### src/rtl/auth_uart_rx.sv
// 8N1 UART receiver feeding a G/S command FSM that gates the motor-drive enable.
// Latency: rx_rdy one cycle after the mid-stop sample; pwr_up one cycle after rx_rdy.
// No backpressure: rx_data is overwritten by every good frame, strobes are single-cycle.
module auth_uart_rx #(
    parameter int BAUD_DIV = 2604
) (
    input  logic       clk,
    input  logic       RST,
    input  logic       RX,
    input  logic       rider_off,
    output logic [7:0] rx_data,
    output logic       rx_rdy,
    output logic       frm_err,
    output logic       pwr_up
);

    localparam logic [11:0] HALF_BIT = 12'(BAUD_DIV / 2);
    localparam logic [11:0] FULL_BIT = 12'(BAUD_DIV - 1);
    localparam logic [7:0]  CMD_GO   = 8'h47;
    localparam logic [7:0]  CMD_STOP = 8'h53;

    typedef enum logic [1:0] {IDLE, START, DATA, STOP} rx_state_t;
    typedef enum logic [1:0] {OFF, PWR1, PWR2} auth_state_t;

    rx_state_t   rx_state, rx_state_nx;
    auth_state_t auth, auth_nx;

    logic        rx_s1, rx_s2, rx_prev;
    logic [1:0]  sync_vld;
    logic        fall;
    logic [11:0] cnt;
    logic [2:0]  bit_cnt;
    logic [7:0]  shreg;
    logic        load_half, load_full, shift_en, good_stop, bad_stop;

    // Synchronizer plus edge history; rx_prev only becomes 1 once the line has
    // really been seen high, so a line held low through reset cannot fake a start.
    always_ff @(posedge clk or posedge RST) begin
        if (RST) begin
            rx_s1    <= 1'b1;
            rx_s2    <= 1'b1;
            sync_vld <= 2'b00;
            rx_prev  <= 1'b0;
        end else begin
            rx_s1    <= RX;
            rx_s2    <= rx_s1;
            sync_vld <= {sync_vld[0], 1'b1};
            rx_prev  <= sync_vld[1] & rx_s2;
        end
    end

    assign fall = rx_prev & ~rx_s2;

    // Receiver state register.
    always_ff @(posedge clk or posedge RST) begin
        if (RST) rx_state <= IDLE;
        else     rx_state <= rx_state_nx;
    end

    // Receiver next state and datapath controls; samples are taken when cnt hits 0.
    always_comb begin
        rx_state_nx = rx_state;
        load_half   = 1'b0;
        load_full   = 1'b0;
        shift_en    = 1'b0;
        good_stop   = 1'b0;
        bad_stop    = 1'b0;
        case (rx_state)
            IDLE: begin
                if (fall) begin
                    rx_state_nx = START;
                    load_half   = 1'b1;
                end
            end
            START: begin
                if (cnt == 12'd0) begin
                    if (rx_s2) begin
                        rx_state_nx = IDLE;
                    end else begin
                        rx_state_nx = DATA;
                        load_full   = 1'b1;
                    end
                end
            end
            DATA: begin
                if (cnt == 12'd0) begin
                    shift_en  = 1'b1;
                    load_full = 1'b1;
                    if (bit_cnt == 3'd7) rx_state_nx = STOP;
                end
            end
            STOP: begin
                if (cnt == 12'd0) begin
                    rx_state_nx = IDLE;
                    good_stop   = rx_s2;
                    bad_stop    = ~rx_s2;
                end
            end
            default: rx_state_nx = IDLE;
        endcase
    end

    // Baud counter, bit counter, shift register and the registered strobes.
    always_ff @(posedge clk or posedge RST) begin
        if (RST) begin
            cnt     <= 12'd0;
            bit_cnt <= 3'd0;
            shreg   <= 8'h00;
            rx_data <= 8'h00;
            rx_rdy  <= 1'b0;
            frm_err <= 1'b0;
        end else begin
            if (load_half)         cnt <= HALF_BIT;
            else if (load_full)    cnt <= FULL_BIT;
            else if (cnt != 12'd0) cnt <= cnt - 12'd1;

            if (load_half)     bit_cnt <= 3'd0;
            else if (shift_en) bit_cnt <= bit_cnt + 3'd1;

            if (shift_en)  shreg   <= {rx_s2, shreg[7:1]};
            if (good_stop) rx_data <= shreg;
            rx_rdy  <= good_stop;
            frm_err <= bad_stop;
        end
    end

    // Authorization state and registered enable, updated together.
    always_ff @(posedge clk or posedge RST) begin
        if (RST) begin
            auth   <= OFF;
            pwr_up <= 1'b0;
        end else begin
            auth   <= auth_nx;
            pwr_up <= (auth_nx != OFF);
        end
    end

    // Command decode; rider_off in PWR2 wins over a simultaneous 'G'.
    always_comb begin
        auth_nx = auth;
        case (auth)
            OFF:  if (rx_rdy && rx_data == CMD_GO) auth_nx = PWR1;
            PWR1: if (rx_rdy && rx_data == CMD_STOP) auth_nx = rider_off ? OFF : PWR2;
            PWR2: begin
                if (rider_off)                         auth_nx = OFF;
                else if (rx_rdy && rx_data == CMD_GO)  auth_nx = PWR1;
            end
            default: auth_nx = OFF;
        endcase
    end

endmodule

### config.mk
export PLATFORM = sky130hd
export DESIGN_NAME = auth_uart_rx
export DESIGN_NICKNAME = d
export VERILOG_FILES = /design/src/rtl/auth_uart_rx.sv
export SDC_FILE = /design/constraint.sdc
export NUM_CORES = 1
export LEC_CHECK = 0
export BUFFER_PORTS_ARGS = -buffer_cell sky130_fd_sc_hd__buf_2
export CAP_MARGIN = 10
export CORE_MARGIN = 3
export CORE_UTILIZATION = 45
export DETAILED_ROUTE_END_ITERATION = 10
export GPL_TIMING_DRIVEN = 0
export PLACE_DENSITY_LB_ADDON = 0.2
export SLEW_MARGIN = 20
export SYNTH_ARGS = -nofsm -noshare
export SYNTH_HDL_FRONTEND = slang
export SYNTH_SLANG_ARGS = --single-unit
### constraint.sdc
create_clock -name clk -period 2.4 [get_ports clk]
set_input_delay 0.24 -clock clk [delete_from_list [all_inputs] [get_ports clk]]
set_output_delay 0.24 -clock clk [all_outputs]
set_load 0.02 [all_outputs]
; After elaboration in Yosys (flattened, before gate mapping)
; Cells that the tools add are included.
[op_classes]
mux = 28
n_addsub = 2
reduce_logical = 10
eq_ne = 13
bitwise = 3
[ops]
columns = operator, count
row1 = $mux 12, 3
row2 = $mux 2, 10
row3 = $eq 8x7->1 const B, 2
row4 = $logic_not 12->1, 1
row5 = $reduce_bool 12->1, 1
row6 = $sub 12x1->12 const B, 1
row7 = $mux 1, 10
row8 = $ne 2x2->1 const B, 5
row9 = $pmux 2 s4, 1
row10 = $eq 2x2->1 const B, 3
row11 = $mux 3, 2
row12 = $pmux 2 s3, 1
row13 = $reduce_and 5->1, 1
row14 = $eq 2x1->1 const B, 2
row15 = $logic_not 2->1, 2
row16 = $reduce_bool 2->1, 2
row17 = $add 3x1->3 const B, 1
row18 = $eq 3x3->1 const B, 1
row19 = $reduce_bool 3->1, 1
row20 = $and 1x1->1, 2
row21 = $logic_and 1x1->1, 2
row22 = $pmux 1 s2, 1
row23 = $not 1->1, 1
[word_totals]
regBits = 43
output_inout_bits = 11
in_bits = 4
word_cells = 69

; Logic depth before layout (Yosys ltp)
[depth]
ltp_word = 6
depth_mapped = 7
mapped_depth_nobuf = 6

; Least setup slack after synthesis
; Ideal clock, no wire load.
[synth_timing]
path_kind = reg2reg
from = register cnt[0]
to = register cnt[8]
arrival_time_ps = 1850
n_path_buf = 0
setup_ps = 124
path_slack_ps = 426
synth_period_minus_slack_ps = 1974
stages_incl_launch_ff = 6
required_ps = 2276
path_cell_list = dfrtp_1 -> inv_1 -> ha_1 -> or4b_4 -> or4_4 -> a211o_1
[synth_between]
elab_chain_len = 5
word_cells_on_any_way = 10
cone_classes = add/sub (1) / mux (6) / reduce/logical (3)
[synth_lines]
columns = item, line
row1 = "start, declared", 31  ; logic [11:0] cnt;
row2 = "start signal, assigned", 115  ; else if (cnt != 12'd0) cnt <= cnt - 12'd1;
row3 = branches (longest 5 deep; another with $sub 12x1->12), --
; Several ways; the timed one is not identified. The select of a mux whose other input is x is not followed.
; A chain may end at the register's enable or synchronous reset.

; Final worst setup path
[layout_timing]
from = register cnt[0]
to = register rx_data[7]
[layout_between]
elab_chain_len = 3
[layout_lines]
columns = item, line
row1 = $logic_not 12->1, 93  ; if (cnt == 12'd0) begin
row2 = $mux 1, 93
row3 = $mux 1, 68  ; case (rx_state)
row4 = via good_stop, 34  ; logic load_half, load_full, shift_en, good_stop, bad_stop;
row5 = "end signal, assigned", 121  ; if (good_stop) rx_data <= shreg;
row6 = "end, declared", 11  ; output logic [7:0] rx_data,
; The timed path passes the listed nets, and every way through them passes these cells.

==> summary.txt <==
Power
  • Comb power frac: 22.0%
  • Switching share of power: between 30% and 40%
  • Pwr/cell area: 923.9 nW/µm²
  • P_leak: 1.046 nW
  • Max VDD drop: 0.3844 mV
  • Tot Pwr: 0.002115 W
  • Psw: 0.0006533 W
  • Int Pwr: 0.001462 W
  • Clock share of power: between 30% and 40%
  • Sequential power share: 46.8%

Synth
  • Async S/R FF share, synth: 100.0%
  • Yosys warning count: 0
  • Sequential area share after synthesis: 54.18%
  • Synth area leader: dfrtp_1
  • Unique masters post-synth: 47
  • Post-Syn Area: 1991 µm²
  • Post-synth EDFFs: 0
  • Ranking of synthesized cells by area: dfrtp_1 (52%), mux2_2 (9.1%), ha_1 (4.4%), o21ai_0 (3.0%), dfstp_2 (2.6%)
  • Yosys reg bits: 43
  • Synth Flop Type: dfrtp_1
  • Yosys top cell area share: 51.54%
  • Mean Syn Cell Area: 11.57 µm²
  • Synthesized net count: 183
  • Cells after Synth: between 150 and 200

Timing
  • Tightest Pin Transition: 730.4 ps
  • Min Hold Slack: between 40 and 50 ps
  • Final setup margin: 192.4 ps
  • # setup viols final: 0
  • Min cycle time layout: 2208 ps
  • Fin crit share: 91.98%
  • RSZ-0062 raised after global routing: no
  • Setup TNS: 0 ps
  • Fin. Hold Viols: 0
  • Clock skew: 5.445 ps
  • Final Max Slew Viols: 0
  • Fmax: 0.4530 GHz
  • Relative slew slack: 51.13%

Clock tree
  • Longest Clk Path Bufs: 2
  • Clk_lat worst skew: 290 ps
  • Clock Root Buffer: clkbuf_8
  • Reg clk slew, reported paths: around 80 ps
  • Clock buffer count from CTS: 5
  • Post_cts resized: 0
  • TritonCTS clock tree: built
  • Sink Count: 43
  • CTS H-tree lvls: 2

Finish
  • Area growth syn-to-layout: 15.02%
  • Final core utilization: 55.25%
  • N_diodes: 0
  • Layout cells sized above 1: 25.51%
  • Nets: roughly 210

Run status
  • Run status: finished, final reports clean

Die
  • Die area: 5258 µm²
  • I/O Pins: 15
  • Core ar.: between 4000 and 5000 µm²
  • Initial Utilization: around 48%
  • Die Y: between 70 and 80 µm
  • Cell row count: 23
  • Die Wd: 72.51 µm

Drt
  • Routed length per instance: 15.07 µm
  • Drt pass-1 iters: 4
  • Initial drt markers: 142
  • Via count: around 1400
  • # DRC: 0
  • WL final: 3.707 mm
  • Drt via density: 5.598
  • Antenna Violating Nets Remaining: 0

GRT
  • First-pass GRT wire length: ~6.8 mm
  • Antenna violations before repair: 0
  • Met1 Use GR: 22.04%
  • Gr ovfl total: 0
  • GR peak layer: met2
  • Largest net degree at the start of global routing: 33
  • Vias in the first global route: 1464
  • GRT Total Usage: 16.43%
  • GR Util met2: around 26%
  • Met3 GRT Util: 4.709%

Placement
  • Port Buffers: 14
  • RePlAce Congestion: 0.8001
  • Pre-CTS WS: 210.4 ps
  • DP Wirelength: roughly 2.7 mm

Critical path
  • R2R depth: 7
  • CP Capture Type: flip-flop
  • CP Launch Type: flip-flop
  • Reg2Reg Capture Point: rx_data[7]
  • Arrival time worst endpoint: roughly 2400 ps
  • Setup CP Type: flip-flop to flip-flop
  • R2r setup slk: between 150 and 200 ps
  • Worst R2R Start: cnt[0]
  • CP Data Required Time: between 2000 and 3000 ps
  • Crit Path Max Fanout: 9

Job
  • Max Cap Viol: 0

Min path
  • Hold EP: rx_s1
  • Hold depth: 1
  • HP Class: primary input to flip-flop
  • Worst hold path startpoint: RX
-- logic make-up after synthesis --
logic type	after synthesis	synth area share, %
compound gates	38	11.75
xor+xnor	2	0.8801
fa+ha+maj	7	4.400
buf+inv	11	2.325
flops	43	54.18
mux	17	9.554
other cells	1	0.1884
simple gates	53	16.72
-- cell usage after synthesis (2+ instances only) --
cell type,number
nand2b_1,2
dfstp_2,2
nand2_1,5
nor3b_1,2
and3_1,2
nor3_1,8
a21oi_1,10
a211o_1,2
a31oi_1,3
dfrtp_1,41
nor2_1,6
nor4_1,2
nor2b_1,3
o21ai_0,12
or4_1,3
o31ai_1,2
a211oi_1,3
ha_1,7
and2_1,2
inv_1,8
mux2_2,16
nand4_1,2
nand3_1,5
-- stage by stage --
stage / std cells / area [µm²]
detailed placement: 237 / 2143
global route: 246 / 2290
global placement: 236 / 2123
floorplan: 172 / 1991
CTS: 246 / 2290
finish: 246 / 2290
-- power by group through the flow --
| stage | clock network (W) | registers, W | logic (W) |
|---|---|---|---|
| after floorplan | 0 | 0.000962 | 0.000365 |
| after global placement | 0 | 0.000986 | 0.000431 |
| after detailed placement | 0 | 0.000998 | 0.000462 |
| after CTS | 0.000682 | 0.000984 | 0.000468 |
| after global routing | 0.000715 | 0.00101 | 0.000543 |
| final | 0.000661 | 0.000990 | 0.000465 |
-- worst max-delay path, cell delays in order (launching register included) --
cell     delay, ps
dfrtp_1        420
inv_1           90
ha_1           230
nor4b_2        410
and3_1         240
and3_1         170
buf_4          180
mux2_2         340
-- placed cells by master, fill, tap and decap left out, types with 2 or more instances in the layout --
cell,instances
nand2b_1,2
a31oi_1,3
or4_1,3
dfrtp_1,41
a211o_1,2
o31ai_1,2
ha_1,7
nor3_1,8
nor2b_1,3
bufinv_16,2
clkbuf_8,5
dfstp_2,2
nor3b_1,2
and2_1,2
nor4_1,2
nand3_1,5
nand4_1,2
a211oi_1,3
o21ai_0,12
and3_1,2
buf_2,15
a21oi_1,10
nor2_1,6
nand2_1,5
inv_1,7
mux2_2,16
-- routing by layer --
metal | wire (µm) | share of wire [%]
met1 | 1795 | 48
met2 | 1744 | 47
met3 | 128 | 3.5
met4 | 38 | 1.0
met5 | 0 | 0
-- state kept, by name, indices dropped and copies added, names as in the netlist, 2 cells and up, named ones only --
signal,cells
auth,2
bit_cnt,3
cnt,12
rx_data,8
shreg,8
sync_vld,2
-- what timing repair did --
item	in CTS	in global routing
endpoints found under the hold margin	11	0
buffers inserted	0	0
hold buffers	1	0
-- final cells by class --
cell class,instances,area [µm²]
plain buffers,3,16.27
clock buffers,5,68.82
clock inverters,3,67.56
fillers,362,1854
inverters,8,30.03
multi-input cells,118,865.8
flip-flops and latches,43,1079
well taps,50,62.56
repair buffers,16,100.1
-- worst max-delay path by stage --
stage	from	to	slack [ps]	cells past startpoint
after floorplan	cnt[0]	cnt[8]	430	5
after global placement	cnt[0]	rx_data[5]	270	7
after detailed placement	cnt[0]	rx_data[5]	210	7
after CTS	cnt[0]	rx_data[5]	190	7
after global routing	cnt[0]	rx_data[7]	10	7
final	cnt[0]	rx_data[7]	190	7
(Power assumes the default switching activity.)
